### src/rtl/debounce_scan_ctrl.sv
// rtl/debounce_scan_ctrl.sv - shared-engine multi-channel debouncer with event FIFO
// Optional auto-repeat events are built when DEBOUNCE_REPEAT_EN is defined.
module debounce_scan_ctrl #(
    parameter int NUM_CH       = 4,
    parameter int TICK_DIV     = 16,
    parameter int STABLE_TICKS = 8,
    parameter int FIFO_DEPTH   = 4
`ifdef DEBOUNCE_REPEAT_EN
    ,
    parameter int REPEAT_TICKS = 32
`endif
) (
    input  logic              clk,
    input  logic              reset,
    inout  wire               VPWR,
    inout  wire               VGND,
    input  logic [NUM_CH-1:0] buttons,
    input  logic              enable,
    output logic [NUM_CH-1:0] state,
    output logic              evt_valid,
    input  logic              evt_ready,
    output logic [2:0]        evt_ch,
    output logic              evt_level,
    output logic              evt_repeat,
    output logic              overflow,
    input  logic              clear_ovf
);
    localparam int IDX_W = (NUM_CH > 1) ? $clog2(NUM_CH) : 1;
    localparam int PRE_W = $clog2(TICK_DIV);
    localparam int PTR_W = (FIFO_DEPTH > 1) ? $clog2(FIFO_DEPTH) : 1;
    localparam int CNT_W = PTR_W + 1;

    typedef enum logic [1:0] {IDLE, SCAN, DONE} fsm_t;

    wire unused_rails = ^{VPWR, VGND};

    logic [NUM_CH-1:0] sync1, sync2;
    logic [PRE_W-1:0]  pres;
    fsm_t              fsm;
    logic [IDX_W-1:0]  idx;
    logic [3:0]        cnt [NUM_CH];

    logic       tick, scanning, cur_sync, cur_state, mismatch, commit, rpt_fire;
    logic       push_req, push_ok, push_level, pop, full;
    logic [3:0] cnt_next;

    assign tick      = enable && (pres == PRE_W'(TICK_DIV - 1));
    assign scanning  = enable && (fsm == SCAN);
    assign cur_sync  = sync2[idx];
    assign cur_state = state[idx];
    assign mismatch  = cur_sync != cur_state;
    assign cnt_next  = cnt[idx] + 4'd1;
    assign commit    = scanning && mismatch && (cnt_next == 4'(STABLE_TICKS));

`ifdef DEBOUNCE_REPEAT_EN
    logic [5:0] hold [NUM_CH];
    logic [5:0] hold_next;
    assign hold_next = hold[idx] + 6'd1;
    assign rpt_fire  = scanning && cur_state && !commit && (hold_next == 6'(REPEAT_TICKS));
`else
    assign rpt_fire  = 1'b0;
`endif

    // A commit flips the level; a repeat only fires while held, so both cases reduce to this.
    assign push_level = commit ^ cur_state;
    assign push_req   = commit || rpt_fire;

    always_ff @(posedge clk or posedge reset) begin
        if (reset) begin
            sync1 <= '0;
            sync2 <= '0;
            pres  <= '0;
            fsm   <= IDLE;
            idx   <= '0;
            state <= '0;
            for (int i = 0; i < NUM_CH; i++) begin
                cnt[i] <= '0;
`ifdef DEBOUNCE_REPEAT_EN
                hold[i] <= '0;
`endif
            end
        end else begin
            sync1 <= buttons;
            sync2 <= sync1;
            if (!enable) begin
                pres <= '0;
                fsm  <= IDLE;
                idx  <= '0;
                for (int i = 0; i < NUM_CH; i++) begin
                    cnt[i] <= '0;
`ifdef DEBOUNCE_REPEAT_EN
                    hold[i] <= '0;
`endif
                end
            end else begin
                pres <= tick ? '0 : pres + PRE_W'(1);
                case (fsm)
                    IDLE: begin
                        if (tick) begin
                            fsm <= SCAN;
                            idx <= '0;
                        end
                    end
                    SCAN: begin
                        if (!mismatch) begin
                            cnt[idx] <= '0;
                        end else if (commit) begin
                            state[idx] <= ~cur_state;
                            cnt[idx]   <= '0;
                        end else begin
                            cnt[idx] <= cnt_next;
                        end
`ifdef DEBOUNCE_REPEAT_EN
                        if (!cur_state || commit || rpt_fire)
                            hold[idx] <= '0;
                        else
                            hold[idx] <= hold_next;
`endif
                        if (idx == IDX_W'(NUM_CH - 1))
                            fsm <= DONE;
                        else
                            idx <= idx + IDX_W'(1);
                    end
                    DONE:    fsm <= IDLE;
                    default: fsm <= IDLE;
                endcase
            end
        end
    end

    logic [4:0]       mem [FIFO_DEPTH];
    logic [PTR_W-1:0] wr_ptr, rd_ptr;
    logic [CNT_W-1:0] count;
    logic [2:0]       head_ch;
    logic             head_level, head_rep;

    assign evt_valid = count != '0;
    assign full      = count == CNT_W'(FIFO_DEPTH);
    assign pop       = evt_valid && evt_ready;
    // A simultaneous pop frees the slot, so a push into a full FIFO still lands.
    assign push_ok   = push_req && (!full || pop);

    always_ff @(posedge clk) begin
        if (push_ok)
            mem[wr_ptr] <= {3'(idx), push_level, rpt_fire};
    end

    always_ff @(posedge clk or posedge reset) begin
        if (reset) begin
            wr_ptr   <= '0;
            rd_ptr   <= '0;
            count    <= '0;
            overflow <= 1'b0;
        end else begin
            if (push_ok)
                wr_ptr <= wr_ptr + PTR_W'(1);
            if (pop)
                rd_ptr <= rd_ptr + PTR_W'(1);
            case ({push_ok, pop})
                2'b10:   count <= count + CNT_W'(1);
                2'b01:   count <= count - CNT_W'(1);
                default: count <= count;
            endcase
            if (push_req && !push_ok)
                overflow <= 1'b1;
            else if (clear_ovf)
                overflow <= 1'b0;
        end
    end

    assign {head_ch, head_level, head_rep} = mem[rd_ptr];
    assign evt_ch    = evt_valid ? head_ch : 3'd0;
    assign evt_level = evt_valid && head_level;
`ifdef DEBOUNCE_REPEAT_EN
    assign evt_repeat = evt_valid && head_rep;
`else
    wire unused_rpt = head_rep;
    assign evt_repeat = 1'b0;
`endif

endmodule
### config.mk
export PLATFORM = sky130hd
export DESIGN_NAME = debounce_scan_ctrl
export DESIGN_NICKNAME = d
export VERILOG_FILES = /design/src/rtl/debounce_scan_ctrl.sv
export SDC_FILE = /design/constraint.sdc
export NUM_CORES = 1
export LEC_CHECK = 0
export ABC_CLOCK_PERIOD_IN_PS = 2920
export CORE_MARGIN = 5
export CORE_UTILIZATION = 52
export DETAILED_ROUTE_END_ITERATION = 10
export GPL_TIMING_DRIVEN = 0
export HOLD_SLACK_MARGIN = 0.05
export PLACE_DENSITY = 0.76
export SLEW_MARGIN = 5
export SYNTH_ARGS = -nofsm -noshare
export SYNTH_HDL_FRONTEND = slang
export SYNTH_SLANG_ARGS = --single-unit
### constraint.sdc
create_clock -name clk -period 2.92 [get_ports clk]
set_input_delay 0.584 -clock clk [delete_from_list [all_inputs] [get_ports clk]]
set_output_delay 0.584 -clock clk [all_outputs]
set_load 0.01 [all_outputs]
==> metrics.txt, run 1 <==
antenna diode count=0; Final Max Slew Viols=0; drt via density=5.350; Synth Area per Inst=12.19 µm²; Leakage=1.335 nW; num rows=26; Crit. End Element=flop; max_slew headroom=0.6664; Placer Congestion=0.8358; CTS Buf Count=5; Design Power=0.001811 W; clk root buf=clkbuf_8; setup violators final=0; total congestion overflow=0; R2R depth=12; final count of hold timing violations=0; All-Layer GR Usage=0.1779; Slowest-stage cell, CP=mux4_2; Mapped Area=0.002658 mm²; die height=81.49 µm; Post-Layout Cell Count=323; first drt pass iteration count=4; CP max FO=6; CTS tree=built; WL/cell=15.70 µm; worst skew pair latency=0.32 ns; nets=275; Distinct cells, synth=41; Tcrit/Tclk final=0.9653; Setup crit start kind=flop; Post-Route WL=5072 µm; RSZ-0062 raised after global routing=false; Post-Place Setup Slack=-0.3073 ns; # IOs=22; clock skew=0.009890 ns; die width=81.49 µm; dpl cell area=0.002968 mm²; PwrDens=569.6 mW/mm²; fraction of the yosys area taken by sequential cells=0.5499; first-pass GRT wire length=8811 µm; routed vias=1,728; Top FF cell, synth=dfrtp_1; largest net degree at the start of global routing=32; initial core utilization=0.5270; Post-Syn Instances=218; Seq cells post-synth=56; antenna violations before repair=0; Worst-path clk slew=0.10 ns; Residual DRC=0; Max stage delay on crit path=0.55 ns; clk sink count=56; Required @ worst endpoint=3.13 ns; Synth Warn #=0; First DRT Iteration DRCs=113; CP top delay family=simple AND/OR/NAND/NOR gates; CP Cell Sequence=buf_8 -> mux4_2 -> ha_4 -> xnor2_2 -> and4b_4 -> and2_4 -> buf_8 -> nor2_4 -> fa_2 -> nand4_1 -> o31ai_4 -> xor2_1; number of flops mapped to enable cells by yosys=12; dpl cells=307; H-tree Lvls=2; Filler cells=403; Worst EP arrival=3.02 ns; Final Instance Area=0.003179 mm²; minimum clock period=2.819 ns; fraction of registers with async set/reset=0.7857; endpoints left unconstrained=2; fraction of layout cells with a size suffix above 1=0.1858; worst min path class=flop to flop; Hold Crit Depth=0; Final ANT Viol Nets=0; Port Buffer Count=17; Core ar.=0.005042 mm²; fmax=0.3548 GHz; fin worst setup slack=0.1014 ns; Hold Buf Count CTS=0; Bufs on Longest Clock Path=2; die area=0.006641 mm²; Worst IR Drop VDD=0.0004823 V; HPWL after detailed placement=3660 µm; Layout area overhead=19.63%; most frequent cell on the critical path=buf_8; pin slew with the least headroom to its limit=0.4934 ns; CP Class=flop to flop; Finished Core Util=0.6305; number of global-route vias before repair=1,804; status=completed; Sequential Area=0.001463 mm²; Worst path depth=12; total of max-cap violations=0; area of the multi-input gates=0.001139 mm²; Crit path buffers/inverters=2
## cells in the mapped netlist (2+ instances only)
cell	n	share of area
xnor2_1	7	0.023
a21oi_1	19	0.036
mux2_4	2	0.011
and3_1	2	0.0047
buf_4	2	0.0056
dfrtp_1	44	0.41
nand2_1	28	0.040
ha_1	11	0.052
mux4_2	6	0.051
nand3_1	16	0.030
a31oi_1	4	0.0094
inv_1	7	0.0099
o21ai_0	2	0.0038
o21a_1	4	0.011
nor2_1	10	0.014
xor2_1	3	0.0099
edfxtp_1	12	0.14
mux4_1	3	0.030
and2_1	8	0.019
clkbuf_1	5	0.0071
buf_6	2	0.0085
buf_2	2	0.0038
## where the power goes
part,leakage [nW],switching (W),total (W),internal (W)
Sequential,0.694,0.0000495,0.000898,0.000849
Clock,0.0600,0.000268,0.000529,0.000260
Combinational,0.580,0.000170,0.000384,0.000214
## final timing paths
path	startpoint	end	slack [ns]
min in group asynchronous	reset	wr_ptr[0]	0.52
max reg2reg	idx[0]	count[2]	0.10
max	idx[0]	count[2]	0.10
min reg2reg	sync1[0]	sync2[0]	0.36
min	sync1[0]	sync2[0]	0.36
max in group asynchronous	reset	idx[0]	1.93
## worst reg2reg max path, stage by stage, from the launching register on
cell,delay (ns)
dfrtp_2,0.39
buf_8,0.14
mux4_2,0.55
ha_4,0.19
xnor2_2,0.16
and4b_4,0.25
and2_4,0.15
buf_8,0.10
nor2_4,0.03
fa_2,0.36
nand4_1,0.14
o31ai_4,0.09
xor2_1,0.16
## metal layers
layer,vias up,GRT usage,wire [µm]
met5,-,0,0
met4,0,0.07601,95
met3,8,0.02632,181
met2,42,0.3078,2635
met1,860,0.2217,2159
li1,818,-,-
## cell type report
class	instances	share of cell area
Buffer	11	0.02361
Clock buffer	5	0.02165
Clock inverter	3	0.01456
Inverter	8	0.009445
Multi-Input combinational cell	143	0.3581
Sequential cell	56	0.4601
Tap cell	70	0.02755
Timing Repair Buffer	27	0.08501
## registers in the layout (all words and copies together), names as in the netlist
| name | flops |
|---|---|
| cnt | 16 |
| mem | 12 |
| pres | 4 |
| state | 4 |
| sync1 | 4 |
| sync2 | 4 |
| count | 3 |
| fsm | 2 |
| idx | 2 |
| rd_ptr | 2 |
| wr_ptr | 2 |
| overflow | 1 |
## through the flow
stage,hold slack (ns),TNS (ns)
after CTS,0.3592,0
final,0.3558,0
after global placement,0.3325,-0.4618
after detailed placement,0.3364,-0.5582
after floorplan,0.3312,-0.03662
after global routing,0.3633,0
## layout by cell type (no fill, tap or decap), types with 2 or more instances in the layout
cell type,n
clkdlybuf4s50_1,17
buf_4,11
xor2_1,3
a21oi_1,19
and3_1,2
o21ai_0,2
nor2_1,9
dfrtp_1,43
nand3_1,16
o21a_1,4
a31oi_1,4
xnor2_1,6
clkbuf_1,5
nand2_1,28
buf_8,2
clkbuf_8,5
edfxtp_1,12
ha_1,10
conb_1,2
mux2_4,2
inv_1,6
mux4_2,9
buf_12,2
and2_1,8
## cells by family after synthesis
kind of cell,share of synthesized area
flops,0.5499
simple gates,0.1361
other cells,0.001411
fa+ha+maj,0.05932
compound gates,0.07203
xor+xnor,0.03908
buf+inv,0.03766
mux,0.1045
## timing repair
action                                 CTS  global route
buffers inserted                         9             0
gates resized for setup                  7             0
pin swaps                                4             1
setup endpoints to repair                2             1
gates cloned                             0             0
endpoints found under the hold margin    0             0
No activity file was read; power rests on OpenSTA's default activity.
==> run 2, diff against run 1 <==
--- a/config.mk
+++ b/config.mk
@@ -5,12 +5,14 @@
 export SDC_FILE = /design/constraint.sdc
 export NUM_CORES = 1
 export LEC_CHECK = 0
-export ABC_CLOCK_PERIOD_IN_PS = 2920
+export ABC_CLOCK_PERIOD_IN_PS = 2300
+export CORE_ASPECT_RATIO = 0.7
 export CORE_MARGIN = 5
 export CORE_UTILIZATION = 52
 export DETAILED_ROUTE_END_ITERATION = 10
 export GPL_TIMING_DRIVEN = 0
 export HOLD_SLACK_MARGIN = 0.05
+export MAX_ROUTING_LAYER = met4
 export PLACE_DENSITY = 0.76
 export SLEW_MARGIN = 5
 export SYNTH_ARGS = -nofsm -noshare
==> constraint.sdc (replaced) <==
create_clock -name clk -period 2.3 [get_ports clk]
set_input_delay 0.46 -clock clk [delete_from_list [all_inputs] [get_ports clk]]
set_output_delay 0.46 -clock clk [all_outputs]
set_load 0.01 [all_outputs]
==> metrics.txt, run 2 (synthesis gave the netlist of run 1 again) <==
Final Max Slew Viols=0 (unchanged); Final ANT Viol Nets=0 (unchanged); setup violators final=41 (+41); number of global-route vias before repair=1,733 (-3.9%); fin worst setup slack=-0.5174 ns (-0.6189 ns); initial core utilization=0.5467 (+0.01967); First DRT Iteration DRCs=153 (+35%); Post-Layout Cell Count=331 (+2.5%); first drt pass iteration count=4 (unchanged); routed vias=1,769 (+2.4%); Tcrit/Tclk final=1.225 (+0.2597); H-tree Lvls=2 (unchanged); Core ar.=0.004861 mm² (-3.6%); clk sink count=56 (unchanged); Hold Buf Count CTS=0 (unchanged); most frequent cells in the layout=dfrtp_1, nand2_1, buf_4, clkdlybuf4s50_1, nand3_1; Filler cells=343 (-15%); largest net degree at the start of global routing=28 (-13%); total congestion overflow=0 (unchanged); Crit path buffers/inverters=2 (unchanged); fraction of layout cells with a size suffix above 1=0.2901 (+0.1043); Worst path depth=12 (unchanged); failing checks=negative setup slack; antenna violations before repair=0 (unchanged); Internal Power=0.001576 W (+19%); Bufs on Longest Clock Path=2 (unchanged); worst skew pair latency=0.32 ns (about the same); RSZ-0062 raised after global routing=true; Residual DRC=0 (unchanged); Design Power=0.002206 W (+22%); worst min path class=flop to flop; Max stage delay on crit path=0.55 ns (about the same); Combinational Power Share=0.219 (+0.007); pin slew with the least headroom to its limit=0.6442 ns (+0.1508 ns); Worst IR Drop VDD=0.0004861 V (+0.79%); final count of hold timing violations=0 (unchanged); Setup crit start kind=flop; die area=0.006663 mm² (+0.34%); num rows=21 (-19%); total of max-cap violations=0 (unchanged); Post-Route WL=5427 µm (+7.0%); dpl cell area=0.002977 mm² (+0.29%); All-Layer GR Usage=0.1802 (+0.002312); Largest regs=cnt x16, mem x12; nets=284 (+3.3%); HPWL after detailed placement=3613 µm (-1.3%); Final Instance Area=0.003313 mm² (+4.2%); die width=95.45 µm (+17%); status=finished, violations left; switching power=0.0006294 W (+29%); Hold Crit Depth=0 (unchanged); endpoints left unconstrained=2 (unchanged); max_slew headroom=0.5645 (-0.1019); switching part of the total=0.2854 (+0.01609); PwrDens=665.7 mW/mm² (+17%); drt via density=5.344 (-0.10%); area of the multi-input gates=0.001216 mm² (+6.8%); CP Cell Sequence=buf_8 -> mux4_2 -> ha_4 -> xnor2_2 -> and4b_4 -> and2_4 -> buf_8 -> nor2_4 -> fa_2 -> nand4_1 -> o31ai_4 -> xor2_1; antenna diode count=0 (unchanged); clock share of power=0.256 (-0.036); leading cell type in the layout, fill and taps excluded=dfrtp_1; first-pass GRT wire length=8983 µm (+2.0%); max reg flops=16 (unchanged); R2R depth=12 (unchanged); most frequent cell on the critical path=buf_8; Port Buffer Count=17 (unchanged); most flop-heavy register=cnt; # IOs=22 (unchanged); Crit. End Element=flop; Required @ worst endpoint=2.51 ns (-0.62 ns); clock skew=0.008747 ns (-0.001143 ns); register-to-register setup slack=-0.52 ns (-0.62 ns); CP max FO=6 (unchanged); Post-Place Setup Slack=-0.9254 ns (-0.6181 ns); Worst EP arrival=3.03 ns (about the same); Layout area overhead=24.67%; CTS Buf Count=5 (unchanged); Slowest-stage cell, CP=mux4_2; CTS tree=built; Worst-path clk slew=0.11 ns (about the same); Leakage=1.377 nW (+3.2%); die height=69.81 µm (-14%); Sequential Area=0.001464 mm² (about the same); minimum clock period=2.817 ns (-0.001114 ns); WL/cell=16.40 µm (+4.4%); Reg power frac=0.525 (+0.029); Placer Congestion=0.8986 (+7.5%); dpl cells=306 (-0.33%); CP top delay family=simple AND/OR/NAND/NOR gates; CP Class=flop to flop; fmax=0.3549 GHz (about the same); clk root buf=clkbuf_8
[run 2: final cells by class]
class                   count  area share
plain buffers              10     0.02153
clock buffers               5     0.02077
clock inverters             3    0.007553
inverters                   8    0.009063
multi-input cells         143      0.3671
flip-flops and latches     56      0.4418
well taps                  69     0.02606
repair buffers             37      0.1061
[run 2: metrics by stage]
stage | hold WS (ns) | util | TNS, ns
after floorplan | 0.3312 | - | -5.951
after global placement | 0.3320 | 0.6082 | -16.31
after detailed placement | 0.3355 | 0.6124 | -15.65
after CTS | 0.3593 | 0.6574 | -9.031
after global routing | 0.3633 | 0.6816 | -13.60
final | 0.3571 | 0.6816 | -10.22
[run 2: worst register-to-register path, stage by stage, from the launching register on]
cell     delay (ns)
dfrtp_2        0.40
buf_8          0.13
mux4_2         0.55
ha_4           0.19
xnor2_2        0.16
and4b_4        0.25
and2_4         0.16
buf_8          0.10
nor2_4         0.03
fa_2           0.37
nand4_1        0.13
o31ai_4        0.09
xor2_1         0.16
[run 2: what timing repair did]
item	4_1_cts	5_1_grt
setup endpoints to repair	41	42
resized for setup	9	20
pin swaps	8	4
buffers inserted	14	6
[run 2: final timing paths]
| check | from | to |
|---|---|---|
| worst max-delay path | idx[0] | count[2] |
| worst min-delay path | sync1[1] | sync2[1] |
| worst max register to register | idx[0] | count[2] |
| worst min register to register | sync1[1] | sync2[1] |
| max in group asynchronous | reset | idx[1] |
| min in group asynchronous | reset | fsm[0] |
[run 2: power groups by stage]
stage | Sequential [W] | Clock [W] | Combinational [W]
finish | 0.00116 | 0.000565 | 0.000483
global placement | 0.00116 | 0 | 0.000448
floorplan | 0.00114 | 0 | 0.000331
detailed placement | 0.00116 | 0 | 0.000462
global route | 0.00117 | 0.000633 | 0.000527
CTS | 0.00116 | 0.000579 | 0.000455
[run 2: routing by layer]
layer / routed length [µm] / track usage / vias up
met4: 63 / 0.03312 / 0
li1: - / - / 835
met2: 2411 / 0.2413 / 46
met1: 2626 / 0.2762 / 883
met3: 326 / 0.04881 / 5
met5: 0 / - / -
